### src/rtl/lab3_pkg.sv
// Shared types and default sizing for the round-robin register write arbiter.
package lab3_pkg;

    typedef enum logic {
        IDLE  = 1'b0,
        GRANT = 1'b1
    } state_t;

    localparam int DEF_N_REQ = 4;
    localparam int DEF_WIDTH = 8;

endpackage

### src/rtl/lab3_rr_picker.sv
// Combinational round-robin picker: first set candidate bit found circularly
// starting just above ptr, wrapping from N_REQ-1 back to 0.
module lab3_rr_picker #(
    parameter int N_REQ = 4,
    parameter int PTR_W = 2
) (
    input  logic [N_REQ-1:0] cand,
    input  logic [PTR_W-1:0] ptr,
    output logic [N_REQ-1:0] win_onehot,
    output logic [PTR_W-1:0] win_idx
);

    logic             found;
    logic [PTR_W-1:0] pos;

    always_comb begin
        win_onehot = '0;
        win_idx    = '0;
        found      = 1'b0;
        pos        = '0;
        // Offsets 1..N_REQ so the pointer's own slot is examined last.
        for (int k = 1; k <= N_REQ; k++) begin
            pos = PTR_W'((int'(ptr) + k) % N_REQ);
            if (!found && cand[pos]) begin
                found   = 1'b1;
                win_idx = pos;
            end
        end
        if (found) begin
            win_onehot[win_idx] = 1'b1;
        end
    end

endmodule

### src/rtl/lab3_dff_reg_arbiter.sv
// Round-robin write arbiter in front of a shared WIDTH-bit register: one grant
// per cycle, the granted word is loaded on the edge that ends the grant cycle.
module lab3_dff_reg_arbiter
    import lab3_pkg::*;
#(
    parameter int N_REQ = DEF_N_REQ,
    parameter int WIDTH = DEF_WIDTH
) (
    input  logic                   clock,
    input  logic                   reset,
    input  logic [N_REQ-1:0]       req,
    input  logic [N_REQ*WIDTH-1:0] wdata,
    output logic [N_REQ-1:0]       gnt,
    output logic [WIDTH-1:0]       q,
    output logic                   q_valid,
    output logic                   busy
);

    localparam int PTR_W = $clog2(N_REQ);

    state_t           state_reg, state_next;
    logic [PTR_W-1:0] ptr_reg, ptr_next;
    logic [PTR_W-1:0] gnt_idx_reg, gnt_idx_next;
    logic [N_REQ-1:0] gnt_reg, gnt_next;
    logic [WIDTH-1:0] q_reg;
    logic             q_valid_reg;

    logic [N_REQ-1:0] cand;
    logic [PTR_W-1:0] search_ptr;
    logic [N_REQ-1:0] win_onehot;
    logic [PTR_W-1:0] win_idx;
    logic             load;

    logic [WIDTH-1:0] words [N_REQ];

    generate
        for (genvar gi = 0; gi < N_REQ; gi++) begin : g_words
            assign words[gi] = wdata[gi*WIDTH +: WIDTH];
        end
    endgenerate

    // During a grant the current winner becomes the new pointer on this edge,
    // so the follow-on search starts from it and excludes it.
    assign cand       = (state_reg == GRANT) ? (req & ~gnt_reg) : req;
    assign search_ptr = (state_reg == GRANT) ? gnt_idx_reg : ptr_reg;

    lab3_rr_picker #(
        .N_REQ (N_REQ),
        .PTR_W (PTR_W)
    ) u_picker (
        .cand       (cand),
        .ptr        (search_ptr),
        .win_onehot (win_onehot),
        .win_idx    (win_idx)
    );

    always_comb begin
        state_next   = state_reg;
        ptr_next     = ptr_reg;
        gnt_idx_next = gnt_idx_reg;
        gnt_next     = '0;
        load         = 1'b0;
        case (state_reg)
            IDLE: begin
                if (|win_onehot) begin
                    state_next   = GRANT;
                    gnt_next     = win_onehot;
                    gnt_idx_next = win_idx;
                end
            end
            GRANT: begin
                load     = 1'b1;
                ptr_next = gnt_idx_reg;
                if (|win_onehot) begin
                    gnt_next     = win_onehot;
                    gnt_idx_next = win_idx;
                end else begin
                    state_next = IDLE;
                end
            end
            default: state_next = IDLE;
        endcase
    end

    always_ff @(posedge clock) begin
        if (reset) begin
            state_reg   <= IDLE;
            ptr_reg     <= PTR_W'(N_REQ - 1);
            gnt_idx_reg <= '0;
            gnt_reg     <= '0;
            q_reg       <= '0;
            q_valid_reg <= 1'b0;
        end else begin
            state_reg   <= state_next;
            ptr_reg     <= ptr_next;
            gnt_idx_reg <= gnt_idx_next;
            gnt_reg     <= gnt_next;
            if (load) begin
                q_reg       <= words[gnt_idx_reg];
                q_valid_reg <= 1'b1;
            end
        end
    end

    assign gnt     = gnt_reg;
    assign q       = q_reg;
    assign q_valid = q_valid_reg;
    assign busy    = (state_reg == GRANT);

endmodule

### config.mk
export PLATFORM = sky130hd
export DESIGN_NAME = lab3_dff_reg_arbiter
export DESIGN_NICKNAME = d
export VERILOG_FILES = /design/src/rtl/lab3_pkg.sv /design/src/rtl/lab3_rr_picker.sv /design/src/rtl/lab3_dff_reg_arbiter.sv
export SDC_FILE = /design/constraint.sdc
export NUM_CORES = 1
export LEC_CHECK = 0
export ABC_AREA = 0
export BUFFER_PORTS_ARGS = -buffer_cell sky130_fd_sc_hd__buf_4
export CAP_MARGIN = 20
export CORE_ASPECT_RATIO = 0.8
export CORE_MARGIN = 2
export CORE_UTILIZATION = 47
export CTS_BUF_LIST = sky130_fd_sc_hd__clkbuf_16
export DETAILED_ROUTE_END_ITERATION = 10
export GPL_TIMING_DRIVEN = 0
export PLACE_DENSITY = 0.91
export SETUP_SLACK_MARGIN = 0.2
export SYNTH_ARGS = -nofsm -noshare
export SYNTH_HDL_FRONTEND = slang
export SYNTH_SLANG_ARGS = --single-unit
### constraint.sdc
create_clock -name clock -period 3.75 [get_ports clock]
set_clock_uncertainty 0.2 [all_clocks]
set_input_delay 0.1875 -clock clock [delete_from_list [all_inputs] [get_ports clock]]
set_output_delay 0.1875 -clock clock [all_outputs]
set_load 0.02 [all_outputs]
# Yosys cells after proc, flatten, opt, wreduce, memory -nomap -nowiden
# Index checks and enable logic that the tools add are counted.
# W data, S select, Z words.
# word_totals
reg_bits	18
in_bits	38
out_inout_bits	14
word_cells	57
# classes
addsub	4
order_cmp	7
muxes	27
bitwise_logic	4
reduce_logical	9
# op_table
cell	count
$bmux W8 S2	1
$mux W8	2
$lt A2 B3 Y1 const B	5
$mux W2	6
$mux W1	11
$bmux W1 S2	4
$mux W4	2
$add A2 B1 Y2 const B	2
$add A2 B2 Y2 const B	2
$and A4 B4 Y4	1
$logic_and A1 B1 Y1	4
$not A4 Y4	1
$reduce_or A4 Y1	1
$ge A3 B3 Y1 const B	1
$logic_not A1 Y1	3
$not A2 Y3	1
$demux W1 S2	1
$ge A2 B1 Y1 const B	1
$reduce_or A2 Y1	1
$not A1 Y1	1

# Logic depth before layout (Yosys ltp)
# Gate-level depths: netlist (run 1).
# logic_depth
depth_word	23
mapped_depth	5
depth_no_buf	4

# Hierarchy
# Synthesis (run 1) repeated with hierarchy kept, for this count alone.
# unflattened
cells_unflattened	101
area_unflattened_um2	1044.8
# modules_own_cells
mod	n_inst	cells_per_inst	area_each_um2	seq_area_each_um2
lab3_dff_reg_arbiter	1	68	825.8	360.3
lab3_rr_picker	1	33	219.0	0.0

# Worst setup path before layout (run 1)
# Ideal clock, no wire load.
# synth_path
path_type	flip-flop to flip-flop
startpoint	reg state_reg, in the netlist busy
endpoint	reg gnt_reg[1], in the netlist gnt[1]
arrival_time_ns	1.495
required_time_ns	3.458
slack_ns	1.963
stages_incl_launch_ff	6
n_path_buf	1
synth_period_minus_slack_ns	1.787
path_cell_list	dfxtp_1 buf_6 mux2i_4 a22oi_1 o221a_4 nor4_1
# synth_via
elab_chain_len	22
word_cells_on_any_way	37
# synth_rtl
element	line_no	text
start, declared	lab3_dff_reg_arbiter.sv:21	state_t state_reg, state_next;
start signal, assigned	lab3_dff_reg_arbiter.sv:94	state_reg <= state_next;
$mux W2	lab3_dff_reg_arbiter.sv:45	assign search_ptr = (state_reg == GRANT) ? gnt_idx_reg : ptr_reg;
$add A2 B1 Y2	lab3_rr_picker.sv:23	pos = PTR_W'((int'(ptr) + k) % N_REQ);
$bmux W1 S2	lab3_rr_picker.sv:24	if (!found && cand[pos]) begin
$mux W1 (implied by the code)	lab3_rr_picker.sv:24	
$mux W1	lab3_rr_picker.sv:24	
$logic_not A1 Y1	lab3_rr_picker.sv:24	
$logic_and A1 B1 Y1	lab3_rr_picker.sv:24	
$mux W1	lab3_rr_picker.sv:24	
(+6 left out)	--	
$lt A2 B3 Y1 (implied by the code) / $ge A2 B1 Y1 (equally long branches)	lab3_rr_picker.sv:30	win_onehot[win_idx] = 1'b1;
$logic_and A1 B1 Y1 (implied by the code)	lab3_rr_picker.sv:30	
$mux W1 (implied by the code)	lab3_rr_picker.sv:30	
$demux W1 S2	--	
$mux W4 (*)	lab3_rr_picker.sv:29	if (found) begin
$reduce_or A4 Y1	lab3_dff_reg_arbiter.sv:65, lab3_dff_reg_arbiter.sv:74	
$not A1 Y1 (no source line)	--	
$reduce_or A2 Y1 (no source line)	--	
end signal, assigned	lab3_dff_reg_arbiter.sv:97	gnt_reg <= gnt_next;
end, declared	lab3_dff_reg_arbiter.sv:24	logic [N_REQ-1:0] gnt_reg, gnt_next;
# Mark *: on every way between the ends. The rest lies on a longest branch, timed or not. The select of a mux whose other input is x is not followed.
# A chain may end at the register's enable or synchronous reset.

# Worst setup path in the final report (run 1)
# Ends and elaborated chain as after synthesis.

==> results of run 1 <==
timing repair:
action,in CTS,in global routing
gates resized for setup,0,0
hold endpoints to repair,2,0
hold buffers,1,0
power by group:
part | switching [mW] | internal [mW] | leakage (nW)
combinational | 0.101 | 0.122 | 0.478
clock | 0.0740 | 0.142 | 0.0385
sequential | 0.0135 | 0.215 | 0.149
total | 0.188 | 0.478 | 0.666
routing by layer:
layer	share of wire, %	GRT usage [%]
met1	38	26.2
met2	55	40.7
met3	5.0	6.29
met4	2.3	9.27
met5	0	0
critical path: stages, from the launching register on:
cell and delay (ps):
dfxtp_1 340, buf_6 160, mux2i_4 300, a22oi_1 150, o221a_4 290, nor4_1 350
logic make-up (layout without fill, tap and decap cells):
| family | Yosys count | count (layout) | share of synthesized area [%] |
|---|---|---|---|
| buffers and inverters | 6 | 62 | 4.70 |
| and+or+nand+nor | 25 | 25 | 12.7 |
| DFF | 18 | 18 | 36.6 |
| AOI/OAI and AO/OA | 15 | 15 | 15.0 |
| muxes | 18 | 18 | 31.0 |
stage by stage:
stage / total power, mW / hold slack (ps) / setup slack [ps]
global placement: 0.445 / 185 / 2000
CTS: 0.670 / 201 / 1860
detailed placement: 0.452 / 188 / 1870
global route: 0.697 / 203 / 1800
floorplan: 0.374 / 65.6 / 1960
finish: 0.667 / 198 / 1830
cells in the final DEF (no fill, tap or decap), types with 2 or more instances in the layout:
cell type / synthesis / final
a21boi_0: 2 / 2
a21boi_2: 2 / 2
and4_1: 2 / 2
buf_4: 0 / 51
buf_6: 3 / 3
clkbuf_16: 0 / 3
dfxtp_1: 18 / 18
mux2i_1: 8 / 8
mux2i_4: 2 / 2
mux4_2: 8 / 8
nand2_1: 2 / 2
nand2b_1: 3 / 3
nor2_1: 12 / 12
nor4_1: 2 / 2
cells in the mapped netlist, types with 2 or more instances:
cell	n
dfxtp_1	18
nand2_1	2
mux4_2	8
a21boi_0	2
nor2_1	12
and4_1	2
mux2i_1	8
buf_6	3
nor4_1	2
a21boi_2	2
mux2i_4	2
nand2b_1	3
how the worst max path moves through the flow:
stage / startpoint / endpoint / slack [ps] / cells past startpoint
floorplan: busy$_SDFF_PP0_ / gnt[1]$_SDFF_PP0_ / 1960 / 5
global placement: busy$_SDFF_PP0_ / gnt[1]$_SDFF_PP0_ / 2000 / 5
detailed placement: busy$_SDFF_PP0_ / gnt[1]$_SDFF_PP0_ / 1870 / 5
CTS: busy$_SDFF_PP0_ / gnt[1]$_SDFF_PP0_ / 1860 / 5
finish: busy$_SDFF_PP0_ / gnt[1]$_SDFF_PP0_ / 1830 / 5
global route: busy$_SDFF_PP0_ / gnt[1]$_SDFF_PP0_ / 1800 / 5
layout make-up:
| cell class | count | area share, % |
|---|---|---|
| clock inverter | 1 | 0.253 |
| buffer | 5 | 2.86 |
| clock buffer | 3 | 5.05 |
| timing repair buffer | 52 | 26.4 |
| multi-input combinational | 58 | 38.9 |
| tap | 24 | 2.02 |
| inverter | 1 | 0.253 |
| sequential | 18 | 24.2 |
==> run summary, run 1 <==
Worst relative slew slack = 68.6%
Setup TNS = 0 ps
Final GP Congestion = 0.774
Post-layout util = 77.1%
Max reg flops = 8
Post-detailed-route wirelength per cell = 16.2 um
Register area share after synthesis = 36.6%
Worst Path Arrival = 1850 ps
Port Buf Inserts = 51
Max FO, Critical Path = 8
Initial antenna violation count = 0
Final Hold Viols = 0
Netlist cell types = 30
Cell area after placement = 0.00140 mm2
WS Path Type = reg2reg
Flip-flop and latch area = 360 um2
H-tree levels = 1
Num CTS Buffers = 3
Total iterations of the first detailed-routing run = 4
Flop2flop setup slack = 1830 ps
Synthesized Nets = 120
Hpwl dp = 1970 um
Final Non-Filler Cells = 162
Hold endpoint = q[5]$_SDFFE_PP0P_
GRT Total Usage = 23.1%
Die span in x = 55.2 um
Unrepaired setup endpoints after global routing = no
Synthesis Warnings = 0
Synth area leader = dfxtp_1
Post-synth EDFFs = 0
Area of the multi-input gates = 578 um2
Largest cells by area after synthesis = dfxtp_1 37%, mux4_2 18%, mux2i_1 8.1%
Vias in the first global route = 890
Total global routing overflow = 0
Post-route ant nets = 0
Die area = 0.00248 mm2
N_diodes = 0
Maximum root-to-sink buffer count = 2
Hold Crit Class = in2reg
Routed vias/inst = 5.74
Largest net degree at the start of global routing = 11
Worst r2r src = busy$_SDFF_PP0_
Max-slew violation count = 0
Fin area = 0.00149 mm2
Setup crit start kind = flop
Tcrit/Tclk final = 51.3%
Placed cells = 157
Worst hold path depth = 4
Synthesis-to-finish area growth = 51.0%
Power per cell area = 449 mW/mm2
Clock Tree Root = clkbuf_16
Status = complete, no violations
FP Rows = 14
Share of cells above drive strength 1 = 54.3%
Via count = 930
Clock Pin Slew Worst Setup and Hold Paths = 60 ps
Worst skew pair latency = 250 ps
Fin crit period = 1920 ps
DRT iter0 DRCs = 30
DR DRC count = 0
Critical R2R Capture = gnt[1]$_SDFF_PP0_
Synthesized flop and latch total = 18
R2R depth = 5
Top-area cell type share of the netlist area = 36.6%
Max-cap violations = 0
Peak supply drop = 0.430 mV
Mapped Avg Cell Area = 12.0 um2
I/O pin total = 52
Main synth FF type = dfxtp_1
Layout net count = 177
Initial core utilization = 51.1%
Final Setup Violations = 0
Die height = 44.9 um
Syn Std Cell Area = 985 um2
CP endpoint kind = flop
Pleak = 0.666 nW
Max frequency = 520 MHz
Cells after Synth = 82
Core box area = 0.00193 mm2
First-pass GRT wire length = 3920 um
Clock Sinks = 18
Worst Tran Pin Value = 466 ps
WP data required = 3680 ps
Routed WL = 2620 um
Filler cell count = 137
Share of flip-flops with an asynchronous set or reset = 0%
CTS tree = yes
Post-CTS setup buffers = 0
Min-delay src = wdata[5]
Power figures use the tool's default switching activity.
==> inputs of run 2 (changes only) <==
--- a/config.mk
+++ b/config.mk
@@ -5,16 +5,16 @@
 export SDC_FILE = /design/constraint.sdc
 export NUM_CORES = 1
 export LEC_CHECK = 0
-export ABC_AREA = 0
+export ABC_AREA = 1
 export BUFFER_PORTS_ARGS = -buffer_cell sky130_fd_sc_hd__buf_4
 export CAP_MARGIN = 20
 export CORE_ASPECT_RATIO = 0.8
 export CORE_MARGIN = 2
-export CORE_UTILIZATION = 47
+export CORE_UTILIZATION = 48
 export CTS_BUF_LIST = sky130_fd_sc_hd__clkbuf_16
 export DETAILED_ROUTE_END_ITERATION = 10
 export GPL_TIMING_DRIVEN = 0
-export PLACE_DENSITY = 0.91
+export PLACE_DENSITY = 0.87
 export SETUP_SLACK_MARGIN = 0.2
 export SYNTH_ARGS = -nofsm -noshare
 export SYNTH_HDL_FRONTEND = slang
==> constraint.sdc (replaced) <==
create_clock -name clock -period 1.85 [get_ports clock]
set_clock_uncertainty 0.2 [all_clocks]
set_input_delay 0.0925 -clock clock [delete_from_list [all_inputs] [get_ports clock]]
set_output_delay 0.0925 -clock clock [all_outputs]
set_load 0.02 [all_outputs]
==> run 2 against run 1 <==
Maximum frequency down 6.0%; critical endpoint unchanged; largest cell class unchanged; non-clock buffer count increased by 23; die area is 27% higher; setup slack got worse by 2000 ps; cell count grew 98%; power grew to 4.3 times the previous value; the run now ends with negative setup slack left; critical path depth is 9 higher; sequential share of layout area decreased by 7.8 points.
==> run summary, run 2 <==
Cells after Synth = 210
Final Setup Violations = 6
First-pass GRT wire length = 7850 um
DR DRC count = 0
Post-route ant nets = 0
Area share of and/or/nand/nor cells after synthesis = 44.9%
R2R depth = 14
Unrepaired setup endpoints after global routing = yes
Flip-flop and latch area = 365 um2
Max-slew violation count = 0
Flop2flop setup slack = -200 ps
Routed WL = 5960 um
Post-synth EDFFs = 0
Post-Synth Adder-Cell Area = 0%
WP data required = 1800 ps
Min-delay src = wdata[0]
CTS tree = yes
Clock Tree Root = clkbuf_16
Status = finished, violations left
Crit. path cell count = 14
Max-cap violations = 0
Setup crit start kind = flop
Routed vias/inst = 6.02
N_diodes = 0
Share of flip-flops with an asynchronous set or reset = 0%
Power per cell area = 1280 mW/mm2
CP endpoint kind = flop
Commonest non-fill, non-tap cell in the layout = buf_4
Final Hold Viols = 0
Fin area = 0.00223 mm2
Synth area leader = dfxtp_1
Worst Tran Pin Value = 586 ps
Num CTS Buffers = 3
Worst Path Arrival = 2000 ps
Register area share after synthesis = 27.6%
Fin crit period = 2050 ps
Failing checks = negative setup slack
Hold Crit Class = in2reg
Largest family of logic cells by synthesized area = simple AND/OR/NAND/NOR gates
Die area = 0.00315 mm2
Die span in x = 62.3 um
Syn Std Cell Area = 0.00131 mm2
DRT iter0 DRCs = 153
Crit path max-delay family = simple AND/OR/NAND/NOR gates
Hpwl dp = 2840 um
Slowest Stage Delay on Critical Path = 360 ps
Synthesis Warnings = 0
Worst r2r src = busy$_SDFF_PP0_
Dpl ws = -80.4 ps
Pleak = 1.18 nW
Max FO, Critical Path = 5
Hold_ws = 11.5 ps
Vias in the first global route = 1653
Hold endpoint = q[0]$_SDFFE_PP0P_
Core box area = 0.00252 mm2
FP Rows = 16
Post-route setup slack = -196 ps
Largest cells by area after synthesis = dfxtp_1 28%, nand2_1 13%, nor2_1 11%
Final GP Congestion = 0.885
Max reg flops = 8
Total iterations of the first detailed-routing run = 7
Maximum root-to-sink buffer count = 2
Main synth FF type = dfxtp_1
Synth Area in Compound Gates = 13.9%
Critical path, cell by cell = buf_8 -> inv_8 -> nand2_4 -> nand2_4 -> buf_8 -> buf_4 -> nand2_1 -> nand3_2 -> nand2_1 -> nand4_1 -> nand3_2 -> nand2_4 -> nand2_2 -> inv_2
Top-area cell type share of the netlist area = 27.6%
Netlist cell types = 22
Synthesized flop and latch total = 18
Multiplexer area fraction after synthesis = 0%
I/O pin total = 52
Layout net count = 323
Top-count cell post-synth = nand2_1
Worst skew pair latency = 260 ps
Largest net degree at the start of global routing = 11
H-tree levels = 1
Clock Pin Slew Worst Setup and Hold Paths = 60 ps
Initial core utilization = 51.7%
Worst relative slew slack = 61.0%
Post-detailed-route wirelength per cell = 18.6 um
Peak supply drop = 1.24 mV
Mapped Avg Cell Area = 6.21 um2
GRT Total Usage = 32.2%
Tcrit/Tclk final = 111%
CTS Hold Bufs = 0
WS Path Type = reg2reg
Clock Sinks = 18
Worst hold path depth = 5
Total global routing overflow = 0
Area of the multi-input gates = 986 um2
Via count = 1926
Die height = 50.6 um
Final Power = 2.85 mW
Synthesis-to-finish area growth = 70.6%
XOR/XNOR Fraction of Synth Area = 0%
Initial antenna violation count = 0
Port Buf Inserts = 50
Most frequent cells in the layout = 68 x buf_4, 37 x nor2_1, 24 x nand2_4, 24 x nand2_1, 23 x o21ai_0
Filler cell count = 125
Synthesized Nets = 248
Cell area after placement = 0.00174 mm2
Crit-path most repeated cell = nand2_4
Critical R2R Capture = gnt[1]$_SDFF_PP0_
Worst Path Buf+Inv = 5
Share of cells above drive strength 1 = 52.8%
Max frequency = 489 MHz
Top post-synthesis cells by count = 45 x nand2_1, 39 x nor2_1, 24 x o21ai_0
Slowest-stage cell, CP = dfxtp_4
==> run 2: worst register-to-register path, cell delays in order (launching register included) <==
cell and delay [ps]:
dfxtp_4 360, buf_8 150, inv_8 50, nand2_4 60, nand2_4 70, buf_8 140, buf_4 130, nand2_1 80
nand3_2 100, nand2_1 100, nand4_1 150, nand3_2 140, nand2_4 80, nand2_2 80, inv_2 40
==> run 2: kinds of logic (layout without fill, tap and decap cells) <==
kind of cell	count (synthesis)	in the layout
AOI/OAI and AO/OA	34	34
buffers and inverters	32	106
DFF	18	18
and+or+nand+nor	126	126
==> run 2: final cells by class <==
cell class,count,share of cell area (%)
multi-input cells,160,44.3
clock buffers,3,3.37
plain buffers,10,4.72
inverters,22,4.38
flip-flops and latches,18,16.4
repair buffers,70,24.6
clock inverters,1,0.169
well taps,36,2.02
==> run 2: worst max-delay path by stage <==
| stage | startpoint | endpoint | slack (ps) |
|---|---|---|---|
| CTS | busy$_SDFF_PP0_ | gnt[3]$_SDFF_PP0_ | -30 |
| global placement | busy$_SDFF_PP0_ | gnt_idx_reg[1]$_SDFFE_PP0P_ | -60 |
| global route | busy$_SDFF_PP0_ | gnt[1]$_SDFF_PP0_ | -250 |
| detailed placement | busy$_SDFF_PP0_ | gnt_idx_reg[1]$_SDFFE_PP0P_ | -80 |
| finish | busy$_SDFF_PP0_ | gnt[1]$_SDFF_PP0_ | -200 |
| floorplan | busy$_SDFF_PP0_ | gnt_idx_reg[1]$_SDFFE_PP0P_ | 40 |
==> run 2: routing by layer <==
metal / GRT usage [%] / vias to the layer above / wire [um]
met5: 0 / - / 0
met4: 14.1 / 0 / 391
met3: 7.40 / 60 / 625
met2: 55.1 / 172 / 2720
met1: 39.1 / 875 / 2220
li1: - / 819 / -
==> run 2: through the flow <==
step	TNS, ps	cells	util, %
after global placement	-261	296	69.0
after floorplan	0	210	-
after detailed placement	-325	296	69.0
after global routing	-1310	320	88.2
final	-1020	320	88.2
after CTS	-134	309	79.6
==> run 2: repair_timing <==
item / CTS / global route
resized for setup: 28 / 39
cloned: 3 / 0
setup endpoints to repair: 8 / 12
buffers inserted: 6 / 11
pin swaps: 15 / 23
==> run 2: report_power, final <==
part / switching [mW] / total [mW] / internal, mW / leakage (nW)
registers: 0.0705 / 0.555 / 0.485 / 0.150
clock network: 0.163 / 0.451 / 0.288 / 0.0385
logic: 1.12 / 1.84 / 0.722 / 0.993
total: 1.36 / 2.85 / 1.50 / 1.18
